$ cat src/rtl/adc_pkg.sv
// Shared definitions for the 3-wire serial ADC link (reader and emulator).
package adc_pkg;

    localparam int unsigned ADC_DATA_WIDTH = 12;
    localparam int unsigned ADC_LEAD_ZEROS = 4;

    typedef enum logic [1:0] {
        IDLE  = 2'd0,
        SHIFT = 2'd1,
        TAIL  = 2'd2
    } adc_state_e;

endpackage

$ cat src/rtl/sync_edge.sv
// Multi-flop synchronizer for an asynchronous input plus one edge-detect
// register; rise_c/fall_c are single-cycle strobes in the clk domain.
module sync_edge #(
    parameter int unsigned SYNC_STAGES = 2,
    parameter logic        RESET_VALUE = 1'b1
) (
    input  logic clk,
    input  logic reset,
    input  logic din,
    output logic rise_c,
    output logic fall_c
);

    logic [SYNC_STAGES-1:0] sync_q;
    logic                   last_q;

    always_ff @(posedge clk) begin
        if (reset) begin
            sync_q <= {SYNC_STAGES{RESET_VALUE}};
            last_q <= RESET_VALUE;
        end else begin
            sync_q <= {sync_q[SYNC_STAGES-2:0], din};
            last_q <= sync_q[SYNC_STAGES-1];
        end
    end

    always_comb begin
        rise_c = sync_q[SYNC_STAGES-1] & ~last_q;
        fall_c = ~sync_q[SYNC_STAGES-1] & last_q;
    end

endmodule

$ cat src/rtl/adc_spi_emulator.sv
// Emulates the 12-bit serial ADC behind the reader's cs/sclk/sdo link.
// Optional frame statistics are enabled with ADC_SPI_EMULATOR_STATS_EN.
module adc_spi_emulator
    import adc_pkg::*;
#(
    parameter int unsigned DATA_WIDTH  = ADC_DATA_WIDTH,
    parameter int unsigned LEAD_ZEROS  = ADC_LEAD_ZEROS,
    parameter int unsigned SYNC_STAGES = 2
) (
    input  logic                  clk,
    input  logic                  reset,
    input  logic [DATA_WIDTH-1:0] sample_value,
    input  logic                  sample_load,
    input  logic                  cs,
    input  logic                  sclk,
    output logic                  sdo,
    output logic                  sdo_oe,
    output logic                  busy,
    output logic                  frame_done,
    output logic                  frame_abort
`ifdef ADC_SPI_EMULATOR_STATS_EN
    ,
    output logic [15:0]           done_count,
    output logic [15:0]           abort_count
`endif
);

    localparam int unsigned FRAME_LEN = LEAD_ZEROS + DATA_WIDTH;
    localparam int unsigned CNT_W     = $clog2(FRAME_LEN);

    logic cs_rise_c;
    logic cs_fall_c;
    logic sclk_fall_c;
    logic unused_sclk_rise;

    adc_state_e           state_q, state_d;
    logic [DATA_WIDTH-1:0] hold_q;
    logic [FRAME_LEN-1:0]  shift_q, shift_d;
    logic [CNT_W-1:0]      cnt_q, cnt_d;
    logic                  sdo_d, oe_d, busy_d, done_d, abort_d;

    // cs resets to "asserted" so a cs held low through reset is not seen as a new fall.
    sync_edge #(
        .SYNC_STAGES (SYNC_STAGES),
        .RESET_VALUE (1'b0)
    ) u_cs_sync (
        .clk    (clk),
        .reset  (reset),
        .din    (cs),
        .rise_c (cs_rise_c),
        .fall_c (cs_fall_c)
    );

    sync_edge #(
        .SYNC_STAGES (SYNC_STAGES),
        .RESET_VALUE (1'b1)
    ) u_sclk_sync (
        .clk    (clk),
        .reset  (reset),
        .din    (sclk),
        .rise_c (unused_sclk_rise),
        .fall_c (sclk_fall_c)
    );

    // Holding register; the frame image is taken from its registered value at cs fall.
    always_ff @(posedge clk) begin
        if (reset) begin
            hold_q <= '0;
        end else if (sample_load) begin
            hold_q <= sample_value;
        end
    end

    always_ff @(posedge clk) begin
        if (reset) begin
            state_q     <= IDLE;
            shift_q     <= '0;
            cnt_q       <= '0;
            sdo         <= 1'b0;
            sdo_oe      <= 1'b0;
            busy        <= 1'b0;
            frame_done  <= 1'b0;
            frame_abort <= 1'b0;
        end else begin
            state_q     <= state_d;
            shift_q     <= shift_d;
            cnt_q       <= cnt_d;
            sdo         <= sdo_d;
            sdo_oe      <= oe_d;
            busy        <= busy_d;
            frame_done  <= done_d;
            frame_abort <= abort_d;
        end
    end

    // Frame sequencing; cs rise takes priority over a coincident sclk fall.
    always_comb begin
        state_d = state_q;
        shift_d = shift_q;
        cnt_d   = cnt_q;
        sdo_d   = sdo;
        oe_d    = sdo_oe;
        busy_d  = busy;
        done_d  = 1'b0;
        abort_d = 1'b0;

        case (state_q)
            IDLE: begin
                if (cs_fall_c) begin
                    shift_d = FRAME_LEN'(hold_q);
                    sdo_d   = shift_d[FRAME_LEN-1];
                    oe_d    = 1'b1;
                    busy_d  = 1'b1;
                    cnt_d   = '0;
                    state_d = SHIFT;
                end
            end
            SHIFT: begin
                if (cs_rise_c) begin
                    abort_d = 1'b1;
                    sdo_d   = 1'b0;
                    oe_d    = 1'b0;
                    busy_d  = 1'b0;
                    cnt_d   = '0;
                    state_d = IDLE;
                end else if (sclk_fall_c) begin
                    shift_d = shift_q << 1;
                    sdo_d   = shift_q[FRAME_LEN-2];
                    cnt_d   = cnt_q + CNT_W'(1);
                    if (cnt_q == CNT_W'(FRAME_LEN - 2)) begin
                        state_d = TAIL;
                    end
                end
            end
            TAIL: begin
                if (cs_rise_c) begin
                    done_d  = 1'b1;
                    sdo_d   = 1'b0;
                    oe_d    = 1'b0;
                    busy_d  = 1'b0;
                    cnt_d   = '0;
                    state_d = IDLE;
                end else if (sclk_fall_c) begin
                    sdo_d = 1'b0;
                end
            end
            default: begin
                state_d = IDLE;
            end
        endcase
    end

`ifdef ADC_SPI_EMULATOR_STATS_EN
    // Saturating frame counters, stepping with the done/abort pulses.
    always_ff @(posedge clk) begin
        if (reset) begin
            done_count  <= '0;
            abort_count <= '0;
        end else begin
            if (done_d && (done_count != 16'hFFFF)) begin
                done_count <= done_count + 16'd1;
            end
            if (abort_d && (abort_count != 16'hFFFF)) begin
                abort_count <= abort_count + 16'd1;
            end
        end
    end
`endif

endmodule

$ cat config.mk
export PLATFORM = sky130hd
export DESIGN_NAME = adc_spi_emulator
export DESIGN_NICKNAME = d
export VERILOG_FILES = /design/src/rtl/adc_pkg.sv /design/src/rtl/sync_edge.sv /design/src/rtl/adc_spi_emulator.sv
export SDC_FILE = /design/constraint.sdc
export NUM_CORES = 1
export LEC_CHECK = 0
export BUFFER_PORTS_ARGS = -buffer_cell sky130_fd_sc_hd__buf_2
export CAP_MARGIN = 20
export CORE_AREA = 3 3 100 54
export DETAILED_ROUTE_END_ITERATION = 12
export DIE_AREA = 0 0 103 57
export GPL_TIMING_DRIVEN = 0
export PLACE_DENSITY_LB_ADDON = 0.1
export SETUP_SLACK_MARGIN = 0.3
export SLEW_MARGIN = 20
export SYNTH_ARGS = -nofsm -noshare
export SYNTH_HDL_FRONTEND = slang
export SYNTH_HIERARCHICAL = 1
export SYNTH_SLANG_ARGS = --single-unit
$ cat constraint.sdc
create_clock -name clk -period 3 [get_ports clk]
set_input_delay 0 -clock clk [delete_from_list [all_inputs] [get_ports clk]]
set_output_delay 0 -clock clk [all_outputs]
set_load 0.1 [all_outputs]
# Word level (Yosys, flattened, before mapping)
# Cells that the tools add are included.
# totals
out_inout_bits,5
ff_bits,43
inputBits,17
word_cells,69
# op_classes
eq_ne,11
n_reduce_logical,12
n_bitwise,8
addsub,1
mux,25
# op_table
cell,count
15-bit 2-to-1 mux,3
15-bit one-hot mux with 2 select lines,1
4-bit 2-to-1 mux,4
4-bit AND reduction,4
4-bit one-hot mux with 3 select lines,1
2-bit 2-to-1 mux,5
3-bit != test (second input constant),3
1-bit 2-to-1 mux,8
2-bit != test (second input constant),4
2-bit one-hot mux with 3 select lines,1
2-bit OR reduction,3
1-bit inverter,5
4-bit by 1-bit adder with 4-bit output (second input constant),1
4-bit equality test (second input constant),1
2-bit nonzero test,2
1-bit bitwise AND,3
1-bit one-hot mux with 3 select lines,1
3-bit AND reduction,1
3-bit nonzero test,1
2-bit by 1-bit equality test with 1-bit output (second input constant),1
2-bit equality test (second input constant),1
2-bit zero test,1
2-bit by 1-bit != test with 1-bit output (second input constant),1
1-bit one-hot mux with 2 select lines,1

# Depth between registers and ports, before layout
# depth
word_depth,5
depth_mapped,7
ltp_nobuf,6

# Cells and area by module
# The synthesis kept the hierarchy.
# modules_own_cells
module,cells_per_inst,instances,seq_area_each_um2,area_each_um2
adc_spi_emulator,174,1,740.7,1659.1
sync_edge (u_sclk_sync),8,1,60.1,92.6
sync_edge (u_cs_sync),8,1,60.1,91.3

# Worst setup path after synthesis
# Ideal clock, no wire load.
# synth_path
kind,flip-flop to flip-flop
start,register state_q[1]
end,register cnt_q[3]
setup_slack_ps,1446
path_buffers,1
setup_time_ps,84
t_arrival_ps,1470
required_ps,2916
synth_period_minus_slack_ps,1554
path_stages_with_launch,8
path_cell_list,dfxtp_1 > inv_1 > ha_1 > buf_6 > or3b_4 > nor2_4 > nand2_2 > o31ai_2
# synth_between
elab_chain_cells,3
# synth_lines
element,line_no,source
start: declaration,adc_spi_emulator.sv:36,"adc_state_e state_q, state_d;"
start signal: assignment,adc_spi_emulator.sv:85,state_q <= state_d;
"2-bit by 1-bit equality test with 1-bit output, or another cell as far along",adc_spi_emulator.sv:107,case (state_q)
"3-bit != test (no line), or another cell as far along",n/a,
4-bit AND reduction (no line),n/a,
end signal: assignment,adc_spi_emulator.sv:87,cnt_q <= cnt_d;
end: declaration,adc_spi_emulator.sv:39,"logic [CNT_W-1:0] cnt_q, cnt_d;"
# Several ways; a longest one is shown, not always the timed one.
# A chain may end at the register's enable or synchronous reset.

# Worst setup path after layout
# layout_path
start,register state_q[0]
end,register shift_q[4]
# layout_between
elab_chain_cells,3
# layout_lines
element,line_no,source
2-bit by 1-bit equality test with 1-bit output / 2-bit zero test (equally long branches),adc_spi_emulator.sv:107,
2-bit != test (no line) / 2-bit nonzero test (equally long branches),n/a,
4-bit AND reduction (no line),n/a,
end signal: assignment,adc_spi_emulator.sv:86,shift_q <= shift_d;
end: declaration,adc_spi_emulator.sv:38,"logic [FRAME_LEN-1:0] shift_q, shift_d;"
# Several ways; a longest one is shown, not always the timed one.

==> key figures <==
Outcome
  – Outcome: complete, no violations

CTS
  – Master cell of the clock root buffer: clkbuf_8
  – Clk buf depth: 2
  – Clock Latency Late Sink: 0.29 ns
  – H-Tree Depth: 2
  – Cts bufs inserted: 5
  – Post-CTS Setup Bufs: 0
  – Clock sinks: 43
  – Clk pin slew, worst setup/hold paths: 0.08 ns
  – CTS tree: built

Logic synthesis
  – Synth Area per Inst: 9.72 sq um
  – Yosys warns: 6
  – Synthesized area: 1840 sq um
  – Syn Inst Count: 189
  – Synthesized net count: 212

Cells and area
  – Most frequent cells in the layout: 43 x dfxtp_1, 26 x nor2_1, 25 x buf_2, 25 x mux2i_1, 19 x dlygate4sd3_1
  – Share of layout cells above drive strength 1: 16.5%
  – Final net count: 259
  – Fillers: 416
  – Commonest non-fill, non-tap cell in the layout: dfxtp_1
  – P&R area growth vs syn: 25.5%
  – # diodes: 0

Floorplanning
  – Die Y: 57 um
  – IO Count: 22
  – Row Count: 17
  – Die Wd: 103 um
  – Starting Density: 41.1%
  – Core area: 4470 sq um
  – Die area: 5870 sq um

Route
  – Router iterations before antenna repair: 4
  – Via Count: 1401
  – Drt wl/cell: 12.1 um
  – Iter 0 DRT Violations: 50
  – DRC Markers: 0
  – Vias per inst: 4.78
  – ANT nets after route: 0
  – Final WL: 3540 um

Power and ir drop
  – Max IR drop VDD: 307 uV
  – PwrDens: 679 nW/um^2
  – Leakage: 0.000931 uW
  – Design Power: 1560 uW

Worst setup path
  – Cell Chain, Critical Path: inv_1, ha_1, nand2b_1, a21boi_1, clkbuf_1, a211oi_1
  – Slowest stage delay, CP: 0.42 ns
  – CP Max Fanout: 10
  – Crit path DAT: 2.04 ns
  – Worst path required time: 3.15 ns
  – Type of the worst setup path: reg2reg
  – Crit-path slowest cell: clkbuf_1
  – CP top delay family: buffers and inverters
  – Bufs and invs on worst path: 2
  – Startpoint types: flip-flop
  – Worst Setup End Kind: flip-flop

STA
  – Clk_skew: 0.00475 ns
  – Fmax achieved: 528 MHz
  – Final min period: 1.89 ns
  – RSZ-0062 raised after global routing: no
  – Setup violators final: 0
  – Pins Over Slew Limit: 0
  – Setup tns final: 0 ns
  – Max transition margin: 67.3%
  – Final Hold Vio Count: 0
  – Slew @ Worst Pin: 0.490 ns
  – Period utilization: 63.1%

Min path
  – Worst Hold Class: in2reg

Global routing
  – GR Util All Layers: 12.9%
  – First-pass GRT wire length: 5860 um
  – Pin count of the biggest net entering global routing: 13
  – Total gr overflow: 0
  – Vias in the first global route: 1240
  – Initial antenna violation count: 0

Placement
  – Detailed placement HPWL: 2390 um
  – Input/output buffers: 21
  – GP Congestion: 0.743

Flow run
  – Max-cap violations: 0
==> registers in the layout (all words and copies together) (netlist names) <==
| signal | cells |
|---|---|
| busy | 1 |
| cnt_q | 4 |
| frame_abort | 1 |
| frame_done | 1 |
| hold_q | 12 |
| sdo | 1 |
| shift_q | 15 |
| state_q | 2 |
| u_cs_sync/last_q | 1 |
| u_cs_sync/sync_q | 2 |
| u_sclk_sync/last_q | 1 |
| u_sclk_sync/sync_q | 2 |
==> final timing paths <==
path	slack (ns)	cells past startpoint	start	to
hold reg to reg	0.41	1	u_sclk_sync/sync_q[0]$_SDFF_PP1_	u_sclk_sync/sync_q[1]$_SDFF_PP1_
setup / recovery	1.11	6	state_q[0]$_SDFFE_PP0P_	shift_q[4]$_SDFFE_PP0P_
setup reg to reg	1.11	6	state_q[0]$_SDFFE_PP0P_	shift_q[4]$_SDFFE_PP0P_
hold / removal	0.32	4	sample_load	hold_q[9]$_SDFFE_PP0P_
==> per-stage QoR <==
stage	hold WS (ns)	utilization, %	worst slack, ns	instances	cell area, sq um
floorplan	0.0716	-	1.45	189	1840
global placement	0.182	45.1	1.14	267	2010
detailed placement	0.184	45.1	1.14	267	2010
CTS	0.310	51.6	1.12	293	2310
global route	0.324	51.6	0.908	293	2310
finish	0.322	51.6	1.11	293	2310
==> report_power, final <==
group | switching [uW] | leakage, uW | internal, uW
Combinational | 245 | 0.000528 | 171
Clock | 184 | 0.0000513 | 244
Sequential | 51.7 | 0.000352 | 669
==> tightest hold or removal path, delay by kind of cell <==
kind,cells,cell delay [ns]
buf+inv,2,0.35
mux,1,0.15
simple gates,1,0.07
==> layer usage <==
metal / up-vias / track usage [%] / routed length [um]
li1: 738 / - / -
met1: 644 / 18.1 / 1860
met2: 17 / 18.7 / 1550
met3: 2 / 4.64 / 112
met4: 0 / 3.51 / 25
met5: - / 0 / 0
==> final cells by class <==
class	instances	area, sq um	area share (%)
buffer	11	57.6	2.50
clock buffer	6	72.6	3.15
clock inverter	1	30.0	1.30
inverter	5	18.8	0.814
multi-input combinational	130	900	39.0
sequential	43	861	37.3
tap	57	71.3	3.09
timing repair buffer	40	295	12.8
==> repair_timing <==
item                                   in CTS  in global routing
gates resized for setup                     0                  0
endpoints found under the hold margin      18                  0
hold buffers                               19                  0
No activity file was read; power rests on OpenSTA's default activity.
